### config.mk
export PLATFORM = sky130hd
export DESIGN_NAME = sensor_vote_monitor
export DESIGN_NICKNAME = d
export VERILOG_FILES = /design/src/rtl/sensor_vote_monitor.sv
export SDC_FILE = /design/constraint.sdc
export NUM_CORES = 1
export LEC_CHECK = 0
export CELL_PAD_IN_SITES_DETAIL_PLACEMENT = 1
export CELL_PAD_IN_SITES_GLOBAL_PLACEMENT = 2
export CORE_ASPECT_RATIO = 0.9
export CORE_MARGIN = 5
export CORE_UTILIZATION = 25
export CTS_CLUSTER_SIZE = 24
export DETAILED_ROUTE_END_ITERATION = 8
export PLACE_DENSITY_LB_ADDON = 0.1
export SETUP_SLACK_MARGIN = 0.05
export SLEW_MARGIN = 40
export SYNTH_ARGS = -nofsm -noshare
export SYNTH_HDL_FRONTEND = slang
export SYNTH_SLANG_ARGS = --single-unit
### constraint.sdc
create_clock -name clk -period 3.3 [get_ports clk]
set_clock_uncertainty 0.15 [all_clocks]
set_input_delay 0.495 -clock clk [delete_from_list [all_inputs] [get_ports clk]]
set_output_delay 0.495 -clock clk [all_outputs]
set_load 0.1 [all_outputs]
### src/rtl/sensor_vote_monitor.sv
// k-of-N sensor voting monitor: per-sensor debounce, registered active count,
// legacy-polarity OK flag, sticky alarm and saturating trip-event counter.
module sensor_vote_monitor #(
  parameter int N_SENSORS = 7,
  parameter int THRESHOLD = 6,
  parameter int DEBOUNCE  = 4,
  parameter int EVW       = 8,
  localparam int CW       = $clog2(N_SENSORS + 1)
) (
  input  logic                 clk,
  input  logic                 reset,
  input  logic [N_SENSORS-1:0] X,
  input  logic                 clear,
  output logic                 f,
  output logic                 alarm,
  output logic [CW-1:0]        count,
  output logic [N_SENSORS-1:0] stable,
  output logic [EVW-1:0]       events
);

  localparam int DW = (DEBOUNCE > 1) ? $clog2(DEBOUNCE) : 1;
  localparam logic [DW-1:0]  DMAX   = DW'(DEBOUNCE - 1);
  localparam logic [CW-1:0]  TH     = CW'(THRESHOLD);
  localparam logic [EVW-1:0] EV_MAX = '1;

  if (N_SENSORS < 2 || N_SENSORS > 32) begin : g_bad_n
    $error("sensor_vote_monitor: N_SENSORS must be 2..32");
  end
  if (THRESHOLD < 1 || THRESHOLD > N_SENSORS) begin : g_bad_th
    $error("sensor_vote_monitor: THRESHOLD must be 1..N_SENSORS");
  end
  if (DEBOUNCE < 1) begin : g_bad_db
    $error("sensor_vote_monitor: DEBOUNCE must be >= 1");
  end
  if (EVW < 1) begin : g_bad_evw
    $error("sensor_vote_monitor: EVW must be >= 1");
  end

  logic [N_SENSORS-1:0] xs;
  logic [DW-1:0]        cnt [N_SENSORS];
  logic [CW-1:0]        pop;
  logic                 trip;
  logic                 f_prev;
  logic                 fall;

  // X is asynchronous; one sample stage before any decision is made on it
  always_ff @(posedge clk) begin
    if (reset) begin
      xs <= '0;
    end else begin
      xs <= X;
    end
  end

  always_ff @(posedge clk) begin
    if (reset) begin
      stable <= '0;
      for (int i = 0; i < N_SENSORS; i++) begin
        cnt[i] <= '0;
      end
    end else begin
      for (int i = 0; i < N_SENSORS; i++) begin
        if (xs[i] == stable[i]) begin
          cnt[i] <= '0;
        end else if (cnt[i] == DMAX) begin
          stable[i] <= xs[i];
          cnt[i]    <= '0;
        end else begin
          cnt[i] <= cnt[i] + 1'b1;
        end
      end
    end
  end

  always_comb begin
    pop = '0;
    for (int i = 0; i < N_SENSORS; i++) begin
      pop = pop + CW'(stable[i]);
    end
  end

  assign trip = (pop >= TH);
  assign fall = f_prev & ~f;

  always_ff @(posedge clk) begin
    if (reset) begin
      count  <= '0;
      f      <= 1'b1;
      f_prev <= 1'b1;
    end else begin
      count  <= pop;
      f      <= ~trip;
      f_prev <= f;
    end
  end

  // a trip in progress always wins over an acknowledge
  always_ff @(posedge clk) begin
    if (reset) begin
      alarm <= 1'b0;
    end else if (!f) begin
      alarm <= 1'b1;
    end else if (clear) begin
      alarm <= 1'b0;
    end
  end

  always_ff @(posedge clk) begin
    if (reset) begin
      events <= '0;
    end else if (fall && events != EV_MAX) begin
      events <= events + 1'b1;
    end
  end

endmodule

* Yosys cells after proc, flatten, opt, wreduce, memory -nomap -nowiden
Memory sizes are Yosys's and may differ from the RTL's.
Cells that the tools add are included.
** Cells by class
- Magnitude comparators :: 1
- Mux-type cells :: 102
- Bitwise gates (word level) :: 31
- Equality and inequality tests :: 16
- $add $sub $neg :: 14
- Reduce and logical (&&, ||, !) cells :: 8
** Operators with widths (count)
- 2-to-1 mux 1 bit :: 81
- 2-to-1 mux 2 bit :: 21
- bitwise OR 1 bit :: 21
- adder 2 x 1 -> 2 bit, second input constant :: 7
- == test 2 bit, second input constant :: 7
- AND reduction 2 bit :: 7
- adder 3 x 1 -> 3 bit :: 4
- NOT 1 bit :: 9
- adder 8 x 1 -> 8 bit, second input constant :: 1
- inequality test 8 bit, second input constant :: 1
- == test 1 bit :: 7
- adder 2 x 1 -> 3 bit :: 1
- greater-or-equal comparator 3 bit, second input constant :: 1
- adder 1 x 1 -> 2 bit :: 1
- inequality test 2 bit, second input constant :: 1
- AND 1 bit :: 1
- logical AND 1 bit :: 1
** Storage, ports and cells
- Memories kept :: 1
- Bits of input ports :: 10
- RAM bits :: 14
- Register bits :: 28
- Logic and storage cells :: 186
** Memories
- cnt :: depth 7, width 2, read ports 7, clocked after memory_dff 0, write ports 7, line 40 : logic [DW-1:0] cnt [N_SENSORS];

* Depth between registers and ports, before layout
- Depth in word-level cells :: 8
- Gate-level depth with buffers :: 8
- Gate-level depth less buffers :: 8

* Worst setup path after synthesis
Ideal clock, no wire load.
- Path kind :: reg2reg
- Start point :: register stable[1]
- End point :: register f
- Data arrival time :: 3052 ps
- Path buffers :: 0
- Data required time :: 3023 ps
- Cell stages (with the launch flop) :: 9
- Setup slack :: -29 ps
- Library setup time :: 127 ps
- Clock period less this slack :: 3329 ps
- Cell sequence :: dfxtp_1 -> fa_1 -> inv_1 -> fa_1 -> inv_1 -> fa_1 -> inv_1 -> fa_1 -> or3_1
** On the way
- Word-level cells in the longest chain between the ends :: 8
** RTL lines
- start: declaration :: line 17 : output logic [N_SENSORS-1:0] stable,
- start signal: indexed assignment :: line 66 : stable[i] <= xs[i];
- adder 1 x 1 -> 2 bit :: line 78 : pop = pop + CW'(stable[i]);
- adder 2 x 1 -> 3 bit :: line 78
- adder 3 x 1 -> 3 bit (4 in a row) :: line 78
- greater-or-equal comparator 3 bit :: line 82 : assign trip = (pop >= TH);
- NOT 1 bit :: line 92 : f <= ~trip;
- end signal: assignment :: line 92
- end: declaration :: line 14 : output logic f,
No other way between the ends.
A chain may end at the register's enable or synchronous reset.

* Worst setup path after layout
- Start point :: register stable[0]
- End point :: register f
The elaborated chain is that of the path after synthesis.

==> reports/results.txt <==
The cell family with the largest share of critical-path delay was adder cells. The startpoint of the lowest-slack hold path is alarm. For this configuration, the core starts out at a cell density of 25.6%.

For the final total negative setup slack, the log shows 0 ns. Counting distinct cell types in the post-synthesis netlist gives 36. After the last flow step, the layout net total stands at 233. The tools report the hold buffer count at cts as 0.

The pin count of the biggest net entering global routing is 14. VDD sags by at most 0.238 mV. Among the stages of the critical path, the cell type that occurs most often is fa_1. The total overflow left after global routing is 0. The tree is rooted in a clkbuf_8. Counting every instance in the synthesized netlist gives 164.

TritonCTS built the clock tree. For the final setup violation count, the log shows 0. The tool flagged a number of max-cap violations equal to 0. Compared with the post-synthesis result, the final layout area differs by 27.0%. Clock-pin slew was measured on the worst setup and hold paths at 0.09 ns.

Before antenna repair, the detailed router went through 4 iterations. Derived from the worst setup path, the maximum achievable clock frequency is 343 MHz. The worst setup path is captured at a flip-flop. The run gives 0 as the number of hold-slack violations in the final timing report. The die extent in x came out at 99.5 um.

After detailed routing, the number of vias per cell comes to 4.27. Clock latency on the worst-skew pair: 0.29 ns. After floorplanning, the core was divided into 29 placement rows.

At the end of routability-driven placement, the weighted congestion stood at 0.762. After legalization and detailed placement, the total HPWL measured 2920 um. The critical-path maximum fanout came out at 4. The final clock period utilization by the worst path was 88.3%; the total power divided by cell area was 423 nW/um^2. The number of antenna violations at the first check in global routing is 0. The library cells used most frequently in the layout, excluding fill and tap cells, are 25 x dfxtp_1, 24 x nor2_1, 22 x buf_4. Setup repair after global routing left no endpoint under its margin. Synthesis inferred 42 register bits. The tools report the post-synthesis instance area as 1800 sq um.

The die outline area came out at 9020 sq um. The number of buffer and inverter instances along the worst setup path is 3. The instance count after placement with tap cells included was 297. The time the worst path needs with I/O delays and setup came out at 2.91 ns. The run gives 0.339 ns as the worst hold slack. The run finished with clean final reports. For this design, the sink count on the clock tree is 42.

Post-CTS setup buffer count: 0. The fraction of layout cells with a size suffix above 1 was 15.6%. Pin placement for this block handled 30 I/O pins. Critical-path cell with the highest stage delay: fa_1. The final number of max-transition violations came out at 0. Leaving out fill and tap cells, the most frequent cell in the layout is dfxtp_1.

The analysis attributes to cell leakage a power of 0.929 nW. Dividing the detail-routed wire length by the instance count gives 12.4 um. The worst setup path is launched from a flip-flop.

The average instance in the mapped netlist occupies 11.0 sq um. The count of warnings emitted by yosys is 0. The repair_antennas step left the layout with diodes totalling 0.

Fill cells in the final layout number 837. For the DRC violation total after the first TritonRoute iteration, the log shows 14. The first global-routing pass estimated 6440 um of wire.

For this run, design rule violations remaining after detail routing come to 0. Source of the critical timing path: stable[0]. The via count of the first global-routing pass was 1351; the proportion of synthesized chip area in sequential cells was 54.4%. Excluding fillers, the count of instances in the completed layout stands at 305. Number of port buffers: 29. The launch instance of the worst register-to-register path is stable[0]. The number of buffers inserted during clock tree synthesis came out at 5.

The critical path is of the flip-flop to flip-flop type. The post-cts resize count was 0. The signal on the critical path passes through fa_1, inv_1, fa_1, inv_1, fa_1, inv_1, fa_1, or3_1. The routed layout has 1302 vias. The clock passes through at most 2 buffers. The longest individual stage delay on the worst path is 0.53 ns. The core region is 7040 sq um.

The vertical die dimension is 90.6 um, and the combined global-route utilization of all metal layers is 8.85%. The logs give 2.94 ns for the arrival time reported for the critical path endpoint and 0 for the number of routed nets with antenna violations. The required time reported for the critical path endpoint is 3.32 ns. The H-tree generated during clock tree synthesis spans 2 levels. After detailed routing, the total wire length is 3780 um. Classification of the worst-slack hold path: flip-flop to flip-flop.
stage by stage:
step                      area, sq um  power (mW)  utilization, %  setup WS, ns
after detailed placement         2210       0.657            31.3         0.367
after CTS                        2290       0.990            32.6         0.368
final                            2290       0.969            32.6         0.385
after global routing             2290        1.01            32.6         0.250
after global placement           2210       0.653            31.3         0.416
after floorplan                  1860       0.627               -         0.136
worst register-to-register path: cells and delay by family, from the launching register on:
family,cells,cell delay (ns)
flip-flops,1,0.35
adder cells (fa/ha/maj),4,1.78
AND/OR/NAND/NOR,1,0.35
buffers and inverters,3,0.17
cells in the mapped netlist:
| master | n | share of area, % |
|---|---|---|
| nand3_1 | 1 | 0.28 |
| nor2_1 | 24 | 5.0 |
| a311oi_1 | 1 | 0.49 |
| nor3_1 | 2 | 0.55 |
| nor4_1 | 2 | 0.69 |
| nand4b_1 | 1 | 0.49 |
| and3_1 | 1 | 0.35 |
| a21boi_1 | 1 | 0.42 |
| or2_2 | 1 | 0.35 |
| inv_1 | 14 | 2.9 |
| clkbuf_1 | 3 | 0.62 |
| and3b_1 | 1 | 0.49 |
| fa_1 | 4 | 4.4 |
| buf_6 | 1 | 0.62 |
| dfxtp_1 | 28 | 31 |
| or4_1 | 1 | 0.42 |
| and4b_1 | 1 | 0.55 |
| nor2b_1 | 9 | 3.1 |
| o31ai_1 | 1 | 0.42 |
| nor4b_1 | 1 | 0.49 |
| ha_1 | 8 | 5.5 |
| and4_1 | 1 | 0.49 |
| edfxtp_1 | 14 | 23 |
| or3_1 | 8 | 2.8 |
| conb_1 | 1 | 0.21 |
| a31oi_1 | 2 | 0.69 |
| nand2b_1 | 2 | 0.69 |
| a41oi_1 | 1 | 0.49 |
| a21oi_1 | 6 | 1.7 |
| nand2_1 | 4 | 0.83 |
| o21ai_0 | 1 | 0.28 |
| mux2i_1 | 8 | 4.4 |
| a211oi_1 | 1 | 0.42 |
| mux2_1 | 1 | 0.62 |
| nand3b_1 | 1 | 0.42 |
| xnor2_1 | 7 | 3.4 |
final timing paths:
path / slack [ns] / depth (start not counted) / to
worst max-delay path: 0.39 / 8 / f
worst min-delay path: 0.34 / 2 / alarm
worst min register to register: 0.34 / 2 / alarm
worst max register to register: 0.39 / 8 / f
power breakdown:
group / switching (mW) / internal, mW
Clock: 0.178 / 0.149
Sequential: 0.00978 / 0.551
Combinational: 0.0484 / 0.0329
logic make-up (layout without fill, tap and decap cells):
family,after synthesis,after routing,synth area share (%)
AO/OA/AOI/OAI,14,14,4.85
flip-flops,42,42,54.4
adder cells (fa/ha/maj),12,12,9.99
AND/OR/NAND/NOR,61,61,18.0
XOR/XNOR,7,7,3.40
multiplexers,9,9,5.06
buffers and inverters,18,53,4.16
other,1,14,0.208
area by class of cell:
cell class	count	area, sq um	share of cell area [%]
Timing Repair Buffer	31	255	11.1
Clock buffer	6	72.6	3.17
Clock inverter	2	13.8	0.600
Multi-Input combinational cell	117	797	34.8
Tap cell	93	116	5.08
Sequential cell	42	985	43.0
Inverter	14	52.6	2.29
sequential cells by signal, summed over array words and instances, names as in the netlist:
signal	flops
f	1
xs	7
events	8
f_prev	1
stable	7
cnt	14
alarm	1
count	3
metal layers:
metal	track usage (%)	up-vias	wire length (um)	share of wire [%]
li1	-	635	-	-
met1	10.2	634	1660	44
met2	15.3	31	1830	48
met3	3.40	2	260	6.9
met4	2.16	0	23	0.61
met5	0	-	0	0
(Power assumes the default switching activity.)
